## config.mk

```make
export PLATFORM = sky130hd
export DESIGN_NAME = maze_tile_writer
export DESIGN_NICKNAME = d
export VERILOG_FILES = /design/src/rtl/maze_pkg.sv /design/src/rtl/maze_restore_sweep.sv /design/src/rtl/maze_tile_writer.sv
export SDC_FILE = /design/constraint.sdc
export NUM_CORES = 1
export LEC_CHECK = 0
export ABC_AREA = 1
export CAP_MARGIN = 10
export CORE_MARGIN = 8
export CORE_UTILIZATION = 40
export DETAILED_ROUTE_END_ITERATION = 10
export PLACE_DENSITY_LB_ADDON = 0.3
export SYNTH_ARGS = -nofsm -noshare
export SYNTH_HDL_FRONTEND = slang
export SYNTH_HIERARCHICAL = 1
export SYNTH_SLANG_ARGS = --single-unit
```

## constraint.sdc

```tcl
create_clock -name Clk -period 2.5 [get_ports Clk]
set_clock_uncertainty 0.1 [all_clocks]
set_input_delay 0.625 -clock Clk [delete_from_list [all_inputs] [get_ports Clk]]
set_output_delay 0.625 -clock Clk [all_outputs]
set_load 0.02 [all_outputs]
```

## src/rtl/maze_pkg.sv

```systemverilog
// maze_pkg: shared constants, types and helpers for the maze tile store.
//   MAZE_W/MAZE_H/TILES : maze geometry (40x30 tiles)
//   WALL_B/PELLET_B/POWER_B : bit positions inside a tile word
//   upd_op_t : update opcode carried on upd_op
//   state_t  : tile writer FSM states
//   has_pellet() : tile word holds a pellet or a power pellet
package maze_pkg;

  localparam int MAZE_W   = 40;
  localparam int MAZE_H   = 30;
  localparam int TILES    = MAZE_W * MAZE_H;
  localparam int WORD_W   = 5;
  localparam int WALL_B   = 0;
  localparam int PELLET_B = 1;
  localparam int POWER_B  = 2;

  typedef enum logic [1:0] {
    OP_CLR_PELLET = 2'd0,
    OP_CLR_POWER  = 2'd1,
    OP_WRITE      = 2'd2,
    OP_RSVD       = 2'd3
  } upd_op_t;

  typedef enum logic [2:0] {
    ST_IDLE,
    ST_RD,
    ST_WR,
    ST_RST_SWEEP,
    ST_RST_DONE
  } state_t;

  function automatic logic has_pellet(input logic [WORD_W-1:0] word);
    return word[PELLET_B] | word[POWER_B];
  endfunction

endpackage

```

## src/rtl/maze_restore_sweep.sv

```systemverilog
// maze_restore_sweep: copies the pristine maze ROM into the tile RAM.
//   i_clk, i_rst_n : clock, asynchronous active-low reset
//   i_start        : begin a sweep; the next cycle is sweep cycle k=0
//   i_rom_data     : ROM data, valid one cycle after o_rom_addr
//   o_rom_addr     : ROM address, equals k during sweep cycles 0..TILES-1
//   o_wr_en/o_wr_addr/o_wr_data : RAM write, lagging the ROM address by one cycle
//   o_busy         : sweep cycles 0..TILES
//   o_last         : final busy cycle (k == TILES)
//   o_done         : one-cycle pulse in cycle TILES+1
//   o_pellet_cnt   : number of copied words holding a pellet (final in the done cycle)
module maze_restore_sweep
  import maze_pkg::*;
#(
  parameter int TILES = 1200,
  parameter int AW    = 11,
  parameter int DW    = 5
) (
  input  logic          i_clk,
  input  logic          i_rst_n,
  input  logic          i_start,
  input  logic [DW-1:0] i_rom_data,
  output logic [AW-1:0] o_rom_addr,
  output logic          o_wr_en,
  output logic [AW-1:0] o_wr_addr,
  output logic [DW-1:0] o_wr_data,
  output logic          o_busy,
  output logic          o_last,
  output logic          o_done,
  output logic [AW-1:0] o_pellet_cnt
);

  logic [AW-1:0] r_cnt;
  logic [AW-1:0] r_wr_addr;
  logic [AW-1:0] r_pcnt;
  logic          r_busy;
  logic          r_wr_en;
  logic          r_done;
  logic          w_last;
  logic          w_reading;

  assign w_last    = r_busy && (r_cnt == AW'(TILES));
  assign w_reading = r_busy && !w_last;

  always_ff @(posedge i_clk or negedge i_rst_n) begin
    if (!i_rst_n) begin
      r_cnt     <= '0;
      r_wr_addr <= '0;
      r_pcnt    <= '0;
      r_busy    <= 1'b0;
      r_wr_en   <= 1'b0;
      r_done    <= 1'b0;
    end else begin
      r_done    <= w_last;
      // The write trails the ROM read by one cycle to absorb ROM latency.
      r_wr_en   <= w_reading;
      r_wr_addr <= w_reading ? r_cnt : '0;
      if (i_start) begin
        r_busy <= 1'b1;
        r_cnt  <= '0;
        r_pcnt <= '0;
      end else if (r_busy) begin
        if (w_last) begin
          r_busy <= 1'b0;
          r_cnt  <= '0;
        end else begin
          r_cnt <= r_cnt + AW'(1);
        end
        if (r_wr_en && has_pellet(i_rom_data)) begin
          r_pcnt <= r_pcnt + AW'(1);
        end
      end
    end
  end

  assign o_rom_addr   = w_reading ? r_cnt : '0;
  assign o_wr_en      = r_wr_en;
  assign o_wr_addr    = r_wr_addr;
  assign o_wr_data    = i_rom_data;
  assign o_busy       = r_busy;
  assign o_last       = w_last;
  assign o_done       = r_done;
  assign o_pellet_cnt = r_pcnt;

endmodule

```

## src/rtl/maze_tile_writer.sv

```systemverilog
// maze_tile_writer: write side of the 40x30 maze tile RAM.
//   Clk, Reset_n            : clock, asynchronous active-low reset
//   upd_valid/upd_ready     : update handshake; upd_tile/upd_op/upd_data payload
//   ram_rd_addr/ram_rd_data : RAM read port (1-cycle latency)
//   ram_wr_en/addr/data     : RAM write port
//   rom_addr/rom_data       : pristine maze ROM (1-cycle latency)
//   restore_start/busy/done : level-restore sweep control and status
//   pellet_eaten/power_eaten/bad_tile/level_clear : one-cycle event pulses
//   pellets_left            : tiles still holding a pellet or power pellet
module maze_tile_writer
  import maze_pkg::*;
#(
  parameter int TILES = 1200,
  parameter int AW    = 11,
  parameter int DW    = 5
) (
  input  logic          Clk,
  input  logic          Reset_n,
  input  logic          upd_valid,
  output logic          upd_ready,
  input  logic [AW-1:0] upd_tile,
  input  logic [1:0]    upd_op,
  input  logic [DW-1:0] upd_data,
  output logic [AW-1:0] ram_rd_addr,
  input  logic [DW-1:0] ram_rd_data,
  output logic          ram_wr_en,
  output logic [AW-1:0] ram_wr_addr,
  output logic [DW-1:0] ram_wr_data,
  output logic [AW-1:0] rom_addr,
  input  logic [DW-1:0] rom_data,
  input  logic          restore_start,
  output logic          restore_busy,
  output logic          restore_done,
  output logic          pellet_eaten,
  output logic          power_eaten,
  output logic          bad_tile,
  output logic [AW-1:0] pellets_left,
  output logic          level_clear
);

  state_t        r_state;
  state_t        w_state_next;
  logic [AW-1:0] r_tile;
  upd_op_t       r_op;
  logic [DW-1:0] r_data;
  logic          r_bad;
  logic          r_pend;
  logic [AW-1:0] r_pellets;

  logic          w_hs;
  logic          w_start;
  logic          w_in_wr;
  logic [DW-1:0] w_new;
  logic          w_pe;
  logic          w_pw;
  logic          w_dec;
  logic          w_inc;
  logic          w_upd_wr;

  logic          w_sw_wr_en;
  logic [AW-1:0] w_sw_wr_addr;
  logic [DW-1:0] w_sw_wr_data;
  logic [AW-1:0] w_sw_rom_addr;
  logic          w_sw_busy;
  logic          w_sw_last;
  logic          w_sw_done;
  logic [AW-1:0] w_sw_pcnt;

  // A pending restore takes priority over new updates once back in IDLE.
  assign w_start = (r_state == ST_IDLE) && (restore_start || r_pend);
  assign w_hs    = upd_valid && upd_ready;
  assign w_in_wr = (r_state == ST_WR);

  maze_restore_sweep #(
    .TILES (TILES),
    .AW    (AW),
    .DW    (DW)
  ) u_sweep (
    .i_clk        (Clk),
    .i_rst_n      (Reset_n),
    .i_start      (w_start),
    .i_rom_data   (rom_data),
    .o_rom_addr   (w_sw_rom_addr),
    .o_wr_en      (w_sw_wr_en),
    .o_wr_addr    (w_sw_wr_addr),
    .o_wr_data    (w_sw_wr_data),
    .o_busy       (w_sw_busy),
    .o_last       (w_sw_last),
    .o_done       (w_sw_done),
    .o_pellet_cnt (w_sw_pcnt)
  );

  always_ff @(posedge Clk or negedge Reset_n) begin
    if (!Reset_n) r_state <= ST_IDLE;
    else          r_state <= w_state_next;
  end

  always_comb begin
    w_state_next = r_state;
    case (r_state)
      ST_IDLE: begin
        if (w_start)   w_state_next = ST_RST_SWEEP;
        else if (w_hs) w_state_next = ST_RD;
      end
      ST_RD:        w_state_next = r_bad ? ST_IDLE : ST_WR;
      ST_WR:        w_state_next = ST_IDLE;
      ST_RST_SWEEP: if (w_sw_last) w_state_next = ST_RST_DONE;
      ST_RST_DONE:  w_state_next = ST_IDLE;
      default:      w_state_next = ST_IDLE;
    endcase
  end

  // Read-modify-write result, meaningful only in the WR cycle.
  always_comb begin
    w_new = ram_rd_data;
    w_pe  = 1'b0;
    w_pw  = 1'b0;
    case (r_op)
      OP_CLR_PELLET: begin
        if (!ram_rd_data[WALL_B] && ram_rd_data[PELLET_B]) begin
          w_new[PELLET_B] = 1'b0;
          w_pe            = 1'b1;
        end
      end
      OP_CLR_POWER: begin
        if (!ram_rd_data[WALL_B] && ram_rd_data[POWER_B]) begin
          w_new[POWER_B] = 1'b0;
          w_pw           = 1'b1;
        end
      end
      OP_WRITE: w_new = r_data;
      default:  w_new = ram_rd_data;
    endcase
    w_dec = w_pe || w_pw ||
            ((r_op == OP_WRITE) && has_pellet(ram_rd_data) && !has_pellet(r_data));
    w_inc = (r_op == OP_WRITE) && !has_pellet(ram_rd_data) && has_pellet(r_data);
  end

  always_comb begin
    w_upd_wr     = w_in_wr && (w_new != ram_rd_data);
    upd_ready    = (r_state == ST_IDLE) && !restore_start && !r_pend;
    ram_rd_addr  = ((r_state == ST_RD) && !r_bad) ? r_tile : '0;
    ram_wr_en    = w_sw_wr_en || w_upd_wr;
    ram_wr_addr  = w_sw_wr_en ? w_sw_wr_addr : (w_upd_wr ? r_tile : '0);
    ram_wr_data  = w_sw_wr_en ? w_sw_wr_data : (w_upd_wr ? w_new : '0);
    rom_addr     = w_sw_rom_addr;
    restore_busy = w_sw_busy;
    restore_done = w_sw_done;
    pellet_eaten = w_in_wr && w_pe;
    power_eaten  = w_in_wr && w_pw;
    bad_tile     = (r_state == ST_RD) && r_bad;
    level_clear  = w_in_wr && w_dec && (r_pellets == AW'(1));
    // Show the freshly swept count in the done cycle itself.
    pellets_left = (r_state == ST_RST_DONE) ? w_sw_pcnt : r_pellets;
  end

  always_ff @(posedge Clk or negedge Reset_n) begin
    if (!Reset_n) begin
      r_tile    <= '0;
      r_op      <= OP_CLR_PELLET;
      r_data    <= '0;
      r_bad     <= 1'b0;
      r_pend    <= 1'b0;
      r_pellets <= '0;
    end else begin
      if (w_hs) begin
        r_tile <= upd_tile;
        r_op   <= upd_op_t'(upd_op);
        r_data <= upd_data;
        r_bad  <= (upd_tile >= AW'(TILES));
      end
      if (w_start) begin
        r_pend <= 1'b0;
      end else if (restore_start && ((r_state == ST_RD) || (r_state == ST_WR))) begin
        r_pend <= 1'b1;
      end
      // Count saturates at both ends rather than wrapping.
      if (r_state == ST_RST_DONE) begin
        r_pellets <= w_sw_pcnt;
      end else if (w_in_wr && w_dec && (r_pellets != '0)) begin
        r_pellets <= r_pellets - AW'(1);
      end else if (w_in_wr && w_inc && (r_pellets != {AW{1'b1}})) begin
        r_pellets <= r_pellets + AW'(1);
      end
    end
  end

endmodule

```

==> flow_metrics.py, run 1 <==
metrics = {
    "finish": {
        "mostFrequentLayoutCells": "nand2_1, buf_4, nor2_1, inv_1, dfrtp_1",
        "fillers": 1094,
        "final_common_cell": "nand2_1",
        "stdcell_count": 1034,
        "nets": 924,
        "final_area_sq_um": 6800,
        "syn_to_final_growth_pct": 42.8,
        "n_antenna_cell": 0,
        "drive_above_1_share_pct": 28.5,
    },
    "sta": {
        "finalSetupViolations": 17,
        "fmaxAchievable_ghz": 0.357,
        "period_minus_slack_ns": 2.80,
        "setup_slack_ns": -0.298,
        "hold_violations": 0,
        "slew_headroom_pct": 70.6,
        "rsz0062_at_grt": "true",
        "tightest_slew_ns": 0.441,
        "drv_slew": 0,
        "post-route-period-util_pct": 112,
        "finalSetupTns_ns": -4.76,
    },
    "routing": {
        "drc": 0,
        "vias_per_cell": 4.92,
        "drt_wl_total_um": 14700,
        "drt_iter0_markers": 327,
        "drtPass1Iterations": 5,
        "via_count": 5091,
        "wl_per_cell_um": 14.2,
        "ant_nets": 0,
    },
    "pwr": {
        "pwr_density_cell_nw_per_um2": 460,
        "power_mw": 3.13,
        "power_frac_comb_pct": 13.5,
        "leakage_nw": 3.68,
        "clock_power_share_pct": 44.6,
        "p_int_mw": 2.28,
        "switching_share_pct": 27.2,
        "switchingPower_mw": 0.850,
        "p_seq_share_pct": 41.9,
        "vdd_drop_max_v": 0.000295,
    },
    "place": {
        "portBuffers": 88,
        "place_area_sq_um": 6370,
        "gp_congestion": 0.913,
        "dpl.cell_count": 1001,
        "dp_hpwl_um": 11100,
        "dp_slack_ns": -0.862,
    },
    "synth": {
        "synthesis.area_sq_um": 4760,
        "syn-instance-count": 700,
        "ys_ff_latch": 70,
        "yosysSeqAreaShare_pct": 36.8,
        "syn_area_per_cell_sq_um": 6.81,
        "synth_cell_types": 41,
        "syn_nets": 742,
        "ys_warn_count": 6,
    },
    "setup_path": {
        "worst_r2r_path_depth": 17,
        "cp-end-kind": "primary output",
        "worstSetupPathType": "reg2out",
        "r2r_start": "r_op[0]",
        "worstSetupStartpointType": "register",
        "crit_start": "r_op[1]",
        "rr_endpoint": "r_pellets[4]",
        "worstPathRequired_ns": 1.77,
        "cp_data_arrival_time_ns": 2.07,
        "reg2reg_slack_ns": 0.31,
        "cp-endpoint": "ram_wr_data[0]",
        "critPathMaxFanout": 17,
    },
    "grt": {
        "antenna_found_initial": 0,
        "grt_start_max_net_pins": 40,
        "overflow": 0,
        "grt_use_total_pct": 18.6,
        "grt_pass1_wl_um": 24200,
        "grt_pass1_vias": 5012,
    },
    "floorplanning": {
        "start_util_pct": 40.3,
        "die_width_um": 125,
        "io_pins": 89,
        "num_rows": 40,
        "core_sq_um": 11800,
        "dieHeight_um": 125,
        "dieArea_sq_um": 15700,
    },
    "cts": {
        "path_clk_slew_ns": 0.06,
        "clock_sinks": 70,
        "clockBufferDepth": 2,
        "clk_latency_ns": 0.34,
        "clock-root-buffer": "clkbuf_16",
        "cts-htree-levels": 3,
        "cts_tree": "yes",
        "cts_buffers": 9,
    },
    "worst_hold_path": {
        "hold_path_class": "in2async",
    },
    "status": {
        "status": "complete, but fails checks",
        "violations": "negative setup slack",
    },
    "job": {
        "cap_violations": 0,
    },
}
==> cells in the mapped netlist, drive strengths merged <==
cell    number  area, sq um
o311ai       1         8.76
o21bai       1         7.51
clkbuf       8         31.3
xnor2        1         8.76
nand3       55          293
nor2        95          403
a21oi        9         45.0
xor2        16          140
o22ai        1         6.26
nand3b       1         7.51
inv         87          327
nor3        11         76.3
nand4       13         81.3
a21boi       1         7.51
o21ai       40          219
and3         1         6.26
buf         18          165
or4          1         7.51
or2          1         6.26
a22oi        1         7.51
ha          10          125
nor4         1         6.26
dfrtp       70         1750
nand2      257         1030
==> critical path: stages, from the launching register on <==
cell and delay [ns]:
dfrtp_2 0.46, ha_4 0.21, buf_4 0.15, nand2_1 0.05
nand3_1 0.11, a21boi_2 0.18, a21oi_2 0.05, nand2_2 0.09
buf_12 0.14, nand3_1 0.08, nand2_1 0.06, buf_2 0.16
==> sequential cells by signal, indices dropped and copies added, names as in the netlist, 2 cells and up <==
register	flops
r_data	5
u_sweep/o_wr_addr	11
r_tile	11
u_sweep/r_cnt	11
r_pellets	11
r_state	3
u_sweep/o_pellet_cnt	11
r_op	2
==> power groups by stage <==
| stage | Combinational (mW) | Sequential, mW | Clock, mW |
|---|---|---|---|
| after floorplan | 0.236 | 1.30 | 0 |
| after global placement | 0.386 | 1.32 | 0 |
| after detailed placement | 0.396 | 1.33 | 0 |
| after CTS | 0.413 | 1.31 | 1.42 |
| after global routing | 0.476 | 1.32 | 1.48 |
| final | 0.423 | 1.31 | 1.40 |
==> per-stage QoR <==
stage | hold WS, ns | utilization, %
2_1_floorplan | 0.229 | -
3_3_place_gp | 0.377 | 53.9
3_5_place_dp | 0.385 | 53.9
4_1_cts | 0.133 | 56.7
5_1_grt | 0.137 | 57.6
6_report | 0.122 | 57.6
==> layout make-up <==
| type | count | area (sq um) | share of cell area [%] |
|---|---|---|---|
| Multi-Input combinational cell | 517 | 2640 | 38.9 |
| Sequential cell | 70 | 1750 | 25.8 |
| Timing Repair Buffer | 196 | 1550 | 22.8 |
| Inverter | 87 | 337 | 4.95 |
| Clock buffer | 9 | 225 | 3.31 |
| Tap cell | 147 | 184 | 2.70 |
| Clock inverter | 7 | 97.6 | 1.43 |
| Timing Repair inverter | 1 | 7.51 | 0.110 |
==> how the worst min path moves through the flow <==
stage,from,end,slack (ns),cells after the start
after floorplan,Reset_n,r_bad,0.23,0
after global placement,r_tile[7],r_tile[7],0.38,2
after detailed placement,r_tile[7],r_tile[7],0.38,2
after CTS,Reset_n,r_pellets[10],0.13,1
after global routing,Reset_n,r_pellets[10],0.14,1
final,Reset_n,r_pellets[7],0.12,1
==> what timing repair did <==
action / CTS / global route
setup buffers: 11 / 8
endpoints found under the setup margin: 55 / 47
hold buffers: 0 / 0
cloned: 0 / 1
pin swaps: 10 / 11
gates resized for setup: 202 / 67
==> layer usage <==
layer / routed length, um / share of wire, % / up-vias / GRT usage (%)
li1: - / - / 2532 / -
met1: 6330 / 43 / 2398 / 22.4
met2: 7330 / 50 / 136 / 32.2
met3: 738 / 5.0 / 25 / 4.04
met4: 263 / 1.8 / 0 / 6.59
met5: 0 / 0 / - / 0
==> kinds of logic (layout without fill, tap and decap cells) <==
kind of cell | count (synthesis) | after routing | synth area share, %
compound gates | 54 | 54 | 6.33
buf+inv | 113 | 300 | 11.0
simple gates | 436 | 436 | 40.2
flops | 70 | 70 | 36.8
fa+ha+maj | 10 | 10 | 2.63
xor+xnor | 17 | 17 | 3.12
(Power assumes the default switching activity.)
==> inputs of run 2 (changes only) <==
Settings changed: CTS_BUF_LIST from default to sky130_fd_sc_hd__clkbuf_8, SETUP_SLACK_MARGIN from default to 0.3.
==> run 2 against run 1 <==
- the run still ends with negative setup slack left
- sequential power barely moved
- setup slack got worse by 0.065 ns
- highest routed layer unchanged
- largest power group is now sequential cells
- non-clock buffer count rose by 28
- sequential share of layout area down 2.9 points
- via count rose by 5.2%
- power is 16% lower
- critical path depth unchanged
- maximum frequency decreased by 2.3%
- clock power down 38%
==> flow_metrics.py, run 2 (same netlist as run 1, synthesis figures left out) <==
metrics = {
    "status": {
        "status": "complete, but fails checks",
        "violations": "negative setup slack",
    },
    "finish": {
        "final_area_sq_um": 7660,
        "final_core_util_pct": 64.9,
        "fillers": 969,
        "nets": 951,
        "n_antenna_cell": 0,
        "stdcell_count": 1061,
        "mostFrequentLayoutCells": "nand2_1, buf_4, buf_6, inv_1, dfrtp_1",
        "syn_to_final_growth_pct": 60.8,
        "final_common_cell": "nand2_1",
        "drive_above_1_share_pct": 38.0,
    },
    "floorplanning": {
        "num_rows": 40,
        "dieHeight_um": 125,
        "core_sq_um": 11800,
        "io_pins": 89,
        "dieArea_sq_um": 15700,
        "die_width_um": 125,
        "start_util_pct": 40.3,
    },
    "routing": {
        "wl_per_cell_um": 15.3,
        "via_count": 5356,
        "drt_iter0_markers": 288,
        "vias_per_cell": 5.05,
        "drc": 0,
        "drt_wl_total_um": 16200,
        "ant_nets": 0,
        "drtPass1Iterations": 6,
    },
    "setup_path": {
        "critPathMaxFanout": 17,
        "cp_common_cell": "nand2_2",
        "cp_top_family": "flip-flops",
        "r2r_start": "r_op[1]",
        "worstPathCellList": "inv_2 > ha_4 > nand3_2 > nand2_2 > a21boi_2 > a21oi_2 > nand2_2 > buf_12 > nand3_1 > nand2_1 > buf_6",
        "slowest_delay_ns": 0.46,
        "worstPathBufferInverterCount": 3,
        "slowest_stage": "dfrtp_2",
        "rr_endpoint": "r_pellets[6]",
        "worstSetupPathType": "reg2out",
        "cp-end-kind": "primary output",
        "cp_data_arrival_time_ns": 2.14,
        "worst_r2r_path_depth": 17,
        "worstSetupStartpointType": "register",
        "reg2reg_slack_ns": 0.24,
        "worstPathRequired_ns": 1.77,
    },
    "sta": {
        "hold_violations": 0,
        "slew_headroom_pct": 62.3,
        "rsz0062_at_grt": "true",
        "setup_slack_ns": -0.363,
        "tightest_slew_ns": 0.565,
        "period_minus_slack_ns": 2.86,
        "fmaxAchievable_ghz": 0.349,
        "post-route-period-util_pct": 115,
        "drv_slew": 0,
        "finalSetupViolations": 22,
        "holdWs_ns": 0.175,
    },
    "grt": {
        "overflow": 0,
        "grt_pass1_wl_um": 25500,
        "grt_pass1_vias": 5355,
        "use_met1_pct": 22.0,
        "antenna_found_initial": 0,
        "grtUsageMet2_pct": 35.1,
        "busiest_layer": "met2",
        "grtUsageMet3_pct": 3.70,
        "grt_start_max_net_pins": 71,
        "grt_use_total_pct": 19.6,
    },
    "worst_hold_path": {
        "hold_path_class": "in2async",
    },
    "place": {
        "gp_congestion": 0.916,
        "dpl.cell_count": 1006,
        "place_area_sq_um": 6460,
        "portBuffers": 88,
        "dp_hpwl_um": 10800,
    },
    "pwr": {
        "vdd_drop_max_v": 0.000259,
        "power_mw": 2.62,
        "leakage_nw": 3.97,
        "pwr_density_cell_nw_per_um2": 342,
    },
    "cts": {
        "clk_latency_ns": 0.36,
        "cts-htree-levels": 3,
        "path_clk_slew_ns": 0.09,
        "clockBufferDepth": 2,
        "cts_buffers": 9,
        "clock_sinks": 70,
        "cts_tree": "yes",
        "clock-root-buffer": "clkbuf_8",
    },
    "job": {
        "cap_violations": 0,
    },
}
-- run 2: cell type report --
| type | count | area (sq um) | area share (%) |
|---|---|---|---|
| inverter | 87 | 337 | 4.39 |
| tap | 147 | 184 | 2.40 |
| multi-input combinational | 517 | 3050 | 39.8 |
| clock buffer | 9 | 124 | 1.62 |
| sequential | 70 | 1750 | 22.9 |
| clock inverter | 7 | 55.1 | 0.718 |
| timing repair buffer | 224 | 2160 | 28.2 |
-- run 2: through the flow --
step | TNS, ns | setup WS (ns)
finish | -5.49 | -0.363
floorplan | 0 | 0.224
global placement | -15.08 | -0.750
global route | -7.99 | -0.447
CTS | -5.31 | -0.314
detailed placement | -16.14 | -0.805
-- run 2: timing repair --
item,4_1_cts,5_1_grt
setup buffers,21,17
cloned,0,1
resized for setup,472,52
hold buffers,0,0
endpoints found under the setup margin,56,66
pin swaps,14,12
-- run 2: how the worst max path moves through the flow --
stage	slack, ns	to	cells after the start	start
after global placement	-0.75	ram_wr_addr[9]	10	ram_rd_data[4]
after global routing	-0.45	ram_wr_addr[2]	11	r_op[0]
after CTS	-0.31	ram_wr_data[0]	11	r_op[1]
after floorplan	0.22	ram_wr_data[3]	8	ram_rd_data[4]
final	-0.36	ram_wr_addr[2]	11	r_op[1]
after detailed placement	-0.80	ram_wr_data[0]	10	ram_rd_data[0]
-- run 2: metal layers --
metal	wire, um	share of wire, %	vias to the layer above
li1	-	-	2588
met1	6360	39	2558
met2	8490	52	163
met3	791	4.9	47
met4	573	3.5	0
met5	0	0	-
-- run 2: where the power goes --
part	total (mW)	switching [mW]	internal (mW)
combinational	0.435	0.239	0.196
sequential	1.32	0.119	1.20
clock	0.866	0.495	0.370
total	2.62	0.854	1.77
-- run 2: worst register-to-register path, delay by kind of cell (launching register included) --
kind | cells | cell delay [ns]
adder cells (fa/ha/maj) | 1 | 0.19
flip-flops | 1 | 0.46
AND/OR/NAND/NOR | 10 | 0.76
buffers and inverters | 6 | 0.65
